==> config.mk <==
export PLATFORM = sky130hd
export DESIGN_NAME = tft_pattern_sequencer_flat
export DESIGN_NICKNAME = d
export VERILOG_FILES = /design/src/rtl/tft_pattern_sequencer_if.sv /design/src/rtl/tft_pattern_sequencer.sv /design/src/flat_wrapper.sv
export SDC_FILE = /design/constraint.sdc
export NUM_CORES = 1
export LEC_CHECK = 0
export CORE_ASPECT_RATIO = 1.5
export CORE_UTILIZATION = 40
export DETAILED_ROUTE_END_ITERATION = 10
export SYNTH_ARGS = -nofsm -noshare
export SYNTH_HDL_FRONTEND = slang
export SYNTH_SLANG_ARGS = --single-unit
==> constraint.sdc <==
create_clock -name clk -period 2.4 [get_ports clk]
set_clock_uncertainty 0.15 [all_clocks]
set_input_delay 0.24 -clock clk [delete_from_list [all_inputs] [get_ports clk]]
set_output_delay 0.24 -clock clk [all_outputs]
set_load 0.02 [all_outputs]
==> src/rtl/tft_pattern_sequencer_if.sv <==
// tft_pattern_sequencer_if: frame sync, raw keys and colour outputs between the sequencer and its environment.
interface tft_pattern_sequencer_if;
    logic        vs_in;
    logic        key_next_n;
    logic        key_mode_n;
    logic [7:0]  color_mode;
    logic [15:0] disp_data;
    logic        auto_en;
    logic        frame_tick;
    modport master (output vs_in, key_next_n, key_mode_n,
                    input  color_mode, disp_data, auto_en, frame_tick);
    modport slave  (input  vs_in, key_next_n, key_mode_n,
                    output color_mode, disp_data, auto_en, frame_tick);
endinterface

==> src/rtl/tft_pattern_sequencer.sv <==
// tft_pattern_sequencer: solid-colour TFT test pattern, stepped by key or every N frames, changed only at frame start.
module tft_pattern_sequencer #(
    parameter int DEBOUNCE_CYCLES = 660000,
    parameter int FRAMES_PER_STEP = 60,
    parameter bit VS_ACTIVE_LOW   = 1'b1
) (
    input logic clk,
    input logic rst_n,
    tft_pattern_sequencer_if.slave bus
);
    localparam int DW = $clog2(DEBOUNCE_CYCLES + 1);
    localparam logic [DW-1:0] DB_LAST = DW'(DEBOUNCE_CYCLES - 1);
    localparam logic [15:0] FR_LAST = 16'(FRAMES_PER_STEP - 1);

    typedef enum logic {MANUAL, AUTO} state_t;

    logic [1:0]    raw, s1, s2, acc, press;
    logic [DW-1:0] cnt [2];
    logic          vs_d1, vs_d2, frame_tick;
    state_t        state;
    logic          pending, auto_en, adv, onehot;
    logic [15:0]   fcnt;
    logic [7:0]    color_mode, color_nxt;
    logic [15:0]   disp_data;

    function automatic logic [15:0] rgb(input logic [7:0] c);
        case (c)
            8'h02:   rgb = 16'h001F;
            8'h04:   rgb = 16'hF800;
            8'h08:   rgb = 16'hF81F;
            8'h10:   rgb = 16'h07E0;
            8'h20:   rgb = 16'h07FF;
            8'h40:   rgb = 16'hFFE0;
            8'h80:   rgb = 16'hFFFF;
            default: rgb = 16'h0000;
        endcase
    endfunction

    assign raw = {bus.key_mode_n, bus.key_next_n};

    // Bit 0 is the next key, bit 1 the mode key; the counter runs only while the level disagrees with the accepted one.
    always_ff @(posedge clk or negedge rst_n) begin
        if (!rst_n) begin
            s1    <= 2'b11;
            s2    <= 2'b11;
            acc   <= 2'b11;
            press <= 2'b00;
            for (int i = 0; i < 2; i++) cnt[i] <= '0;
        end else begin
            s1 <= raw;
            s2 <= s1;
            for (int i = 0; i < 2; i++) begin
                press[i] <= acc[i] && !s2[i] && cnt[i] == DB_LAST;
                if (s2[i] == acc[i]) begin
                    cnt[i] <= '0;
                end else if (cnt[i] == DB_LAST) begin
                    acc[i] <= s2[i];
                    cnt[i] <= '0;
                end else begin
                    cnt[i] <= cnt[i] + 1'b1;
                end
            end
        end
    end

    always_ff @(posedge clk or negedge rst_n) begin
        if (!rst_n) begin
            vs_d1      <= VS_ACTIVE_LOW;
            vs_d2      <= VS_ACTIVE_LOW;
            frame_tick <= 1'b0;
        end else begin
            vs_d1      <= bus.vs_in;
            vs_d2      <= vs_d1;
            frame_tick <= (vs_d1 ^ VS_ACTIVE_LOW) && !(vs_d2 ^ VS_ACTIVE_LOW);
        end
    end

    always_comb begin
        onehot    = color_mode != 8'h00 && (color_mode & (color_mode - 8'd1)) == 8'h00;
        adv       = frame_tick && !press[1] && (pending || press[0] || (state == AUTO && fcnt == FR_LAST));
        color_nxt = (frame_tick && !onehot) ? 8'h01 : adv ? {color_mode[6:0], color_mode[7]} : color_mode;
    end

    // A mode press outranks everything, so a coincident next press is simply lost.
    always_ff @(posedge clk or negedge rst_n) begin
        if (!rst_n) begin
            state      <= MANUAL;
            pending    <= 1'b0;
            fcnt       <= 16'd0;
            auto_en    <= 1'b0;
            color_mode <= 8'h01;
            disp_data  <= 16'h0000;
        end else begin
            auto_en    <= state == AUTO;
            color_mode <= color_nxt;
            disp_data  <= rgb(color_nxt);
            if (press[1]) begin
                state   <= (state == AUTO) ? MANUAL : AUTO;
                pending <= 1'b0;
                fcnt    <= 16'd0;
            end else if (frame_tick) begin
                pending <= 1'b0;
                fcnt    <= (adv || state == MANUAL) ? 16'd0 : fcnt + 16'd1;
            end else if (press[0]) begin
                pending <= 1'b1;
                fcnt    <= 16'd0;
            end
        end
    end

    assign bus.color_mode = color_mode;
    assign bus.disp_data  = disp_data;
    assign bus.auto_en    = auto_en;
    assign bus.frame_tick = frame_tick;
endmodule

==> src/flat_wrapper.sv <==
// flat-port wrapper written by rule: the top's interface ports become plain ports
module tft_pattern_sequencer_flat 
#(
    parameter int DEBOUNCE_CYCLES = 660000,
    parameter int FRAMES_PER_STEP = 60,
    parameter bit VS_ACTIVE_LOW   = 1'b1
)
  (clk, rst_n, bus_vs_in, bus_key_next_n, bus_key_mode_n, bus_color_mode, bus_disp_data, bus_auto_en, bus_frame_tick);
  tft_pattern_sequencer_if bus_i ();
  input logic clk;
  input logic rst_n;
  input wire logic [$bits(bus_i.vs_in)-1:0] bus_vs_in;
  input wire logic [$bits(bus_i.key_next_n)-1:0] bus_key_next_n;
  input wire logic [$bits(bus_i.key_mode_n)-1:0] bus_key_mode_n;
  output wire logic [$bits(bus_i.color_mode)-1:0] bus_color_mode;
  output wire logic [$bits(bus_i.disp_data)-1:0] bus_disp_data;
  output wire logic [$bits(bus_i.auto_en)-1:0] bus_auto_en;
  output wire logic [$bits(bus_i.frame_tick)-1:0] bus_frame_tick;
  assign bus_i.vs_in = bus_vs_in;
  assign bus_i.key_next_n = bus_key_next_n;
  assign bus_i.key_mode_n = bus_key_mode_n;
  assign bus_color_mode = bus_i.color_mode;
  assign bus_disp_data = bus_i.disp_data;
  assign bus_auto_en = bus_i.auto_en;
  assign bus_frame_tick = bus_i.frame_tick;
  tft_pattern_sequencer #(.DEBOUNCE_CYCLES(DEBOUNCE_CYCLES), .FRAMES_PER_STEP(FRAMES_PER_STEP), .VS_ACTIVE_LOW(VS_ACTIVE_LOW)) u_core (.clk(clk), .rst_n(rst_n), .bus(bus_i));
endmodule
==> results.cfg, run 1 <==
[clock_tree]
clk_latency_ps = 330
htreeDepth = 3
path_clk_slew_ps = 60
cts_tree = built
cts_buffers = 9
clockBufferDepth = 2
clock_sinks = 81
postCtsSetupBuffers = 0
root_buffer = clkbuf_16

[route]
dr_total_vias = 3101
wl_um = 7806
drc = 3
drtIter0Drc = 193
ant_nets = 0
vias_per_cell = 5.319
dr.pass1.iters = 9
avgRoutedWirePerCell_um = 13.39

[logic_synthesis]
avgSynthCellArea_um2 = 9.360
syn_nets = 445
yosysMostFrequentCell = dfrtp_1
synth_warnings = 0
synth_ff_type = dfrtp_1
ys_seq_area_share_pct = 50.06
synth_async_sr_flop_share_pct = 100.0
synth.distinct_cells = 47
synth_top_cell_by_area = dfrtp_1
syn_area_um2 = 4071
ys_seq_elements = 81
syn-instance-count = 435
ys_top_cells_by_count = 72 x dfrtp_1, 62 x nor2_1, 39 x nand2_1
ys_top_cells_by_area = dfrtp_1 44%, xor2_1 6.7%, dfstp_2 5.8%
synth_edf_count = 0
synth_top_area_share_pct = 44.25

[sta]
setup_violations = 0
hold_viol = 0
period_minus_slack_ps = 2278
fin_tns_setup_ps = 0
rsz0062_at_grt = no
fin_crit_sh_pct = 94.93
tightestPinTransition_ps = 461.1
fmax_mhz = 438.9
timing.max_slew.rel_slack_pct = 69.26
timing.final.ws_setup_ps = 121.6
slew_violations = 0

[floorplanning]
die_h_um = 125.6
fp.dieW_um = 84.38
io_pins = 31
initial_core_util_pct = 41.55
die-area_um2 = 10590
rows = 44
core_um2 = 9799

[worst_setup_path]
crit_type = register to register
crit-reg2reg-capture = u_core.bus.disp_data[14]$_DFF_PN0_
crit_family = simple AND/OR/NAND/NOR gates
path_cells = nor4_2, nand4_1, o21a_4, mux2_4, and2_4, nor3_2, o211a_1
reg2reg_from = u_core.fcnt[8]$_DFFE_PN0P_
crit_fanout = 9
worstSetupEndpointType = register
cpPeakStageDelay_ps = 430
r2r_cells = 7
cp-startpoint = u_core.fcnt[8]$_DFFE_PN0P_
slowest_stage = dfrtp_1
cp-start-kind = register
ff2ff_setup_slack_ps = 120
crit_buf_inv = 0
arrival_ps = 2400
required_ps = 2520

[min_path]
hold_depth = 1
hold_start = bus_vs_in
hold_class = input pin to register
hold_end = u_core.vs_d1$_DFF_PN1_

[pwr]
report.power.total_uw = 2898
power.density_nw_per_um2 = 604.5
ir_drop_uv = 411.9
power.leakage_uw = 0.002111

[finish]
syn_to_final_growth_pct = 17.76
fin_area_um2 = 4795
num_antenna_cells = 0
fin_nets = 473
fillCellCount = 938
final_layout_size_suffix_gt1_share_pct = 11.32

[place]
dp_slack_ps = 133.4
io_buffers = 30
gp_congestion = 0.8420
dp_hpwl_um = 5461
dpl-instance-area_um2 = 4462

[global_route]
antenna_found_initial = 0
grtUsageMet3_pct = 2.178
track_usage_pct = 16.54
grt_pass1_vias = 3150
grt.met1_usage_pct = 19.59
grt_max_degree = 37
top_usage_layer = met2
grt_overflow_total = 0
grtUsageMet2_pct = 28.35
grt_pass1_wl_um = 14030

[status]
violations = design-rule violations
outcome = finished with violations

[run]
maxCapViolations = 0
==> metal layers <==
| metal | vias up | part of all wire, % |
|---|---|---|
| li1 | 1520 | - |
| met1 | 1501 | 44 |
| met2 | 64 | 51 |
| met3 | 16 | 2.5 |
| met4 | 0 | 2.9 |
| met5 | - | 0 |
==> power breakdown <==
part           total [uW]  switching, uW  internal (uW)
sequential           1410           18.1           1390
combinational         108           70.1           37.5
clock                1380            515            869
==> placed cells by master (no fill, tap or decap), drive strengths merged, types with 7 or more instances in the layout <==
master	Yosys	routed
xnor2	12	12
nand2	39	39
dfstp	9	9
dfrtp	72	72
a21oi	15	15
buf	20	17
clkdlybuf4s50	0	29
clkbuf	10	15
nor2b	7	7
xor2	31	31
nor2	63	63
o21ai	26	26
inv	9	9
nor3	15	15
nand3	34	34
nand2b	7	7
and3	13	13
nor4	9	9
==> state kept, by name, indices dropped and copies added (netlist names) <==
name and count:
u_core.s2 2, u_core.press 2, u_core.fcnt 16, u_core.bus.auto_en 1, u_core.vs_d2 1, u_core.acc 2, u_core.state 1, u_core.cnt 40
u_core.s1 2, u_core.vs_d1 1, u_core.pending 1, u_core.bus.frame_tick 1, u_core.bus.color_mode 8, u_core.bus.disp_data 3
==> timing repair <==
action / CTS / global route
resized for setup: 0 / 2
endpoints found under the setup margin: 0 / 2
hold buffers: 1 / 0
endpoints found under the hold margin: 31 / 0
==> through the flow <==
stage          util (%)  hold WS (ps)  std cells
2_1_floorplan         -        -205.6        435
3_3_place_gp      45.53         74.34        566
3_5_place_dp      45.53         76.26        566
4_1_cts           48.83         156.5        583
5_1_grt           48.93         163.7        583
6_report          48.93         162.3        583
==> cells by family (layout without fill, tap and decap cells) <==
group / Yosys count / in the layout / synth area share (%)
compound gates: 56 / 56 / 7.990
xor+xnor: 43 / 43 / 9.250
fa+ha+maj: 5 / 5 / 1.537
buf+inv: 39 / 72 / 5.040
flops: 81 / 81 / 50.06
mux: 5 / 5 / 1.414
simple gates: 206 / 206 / 24.71
==> worst max-delay path by stage <==
stage	endpoint	cells past startpoint	slack, ps
2_1_floorplan	u_core.bus.disp_data[14]$_DFF_PN0_	9	280
3_3_place_gp	u_core.bus.disp_data[14]$_DFF_PN0_	7	180
3_5_place_dp	u_core.bus.disp_data[14]$_DFF_PN0_	7	130
4_1_cts	u_core.bus.disp_data[14]$_DFF_PN0_	7	120
5_1_grt	u_core.bus.disp_data[4]$_DFF_PN0_	7	30
6_report	u_core.bus.disp_data[14]$_DFF_PN0_	7	120
==> layout make-up <==
class                   count  area [um^2]  area share (%)
clock buffers              15        307.8           6.420
clock inverters             1        5.005          0.1044
inverters                   9        33.78          0.7046
flip-flops and latches     81         2038           42.51
well taps                 115        143.9           3.001
multi-input cells         315         1838           38.34
repair buffers             47        427.9           8.925
Note: power is estimated with default switching activity, not from simulation.
==> run 2, diff against run 1 <==
Settings changed: CORE_MARGIN set to 1.
==> results of run 2 <==
Same layout as run 1: the final DEF is identical, and so are final timing and power.
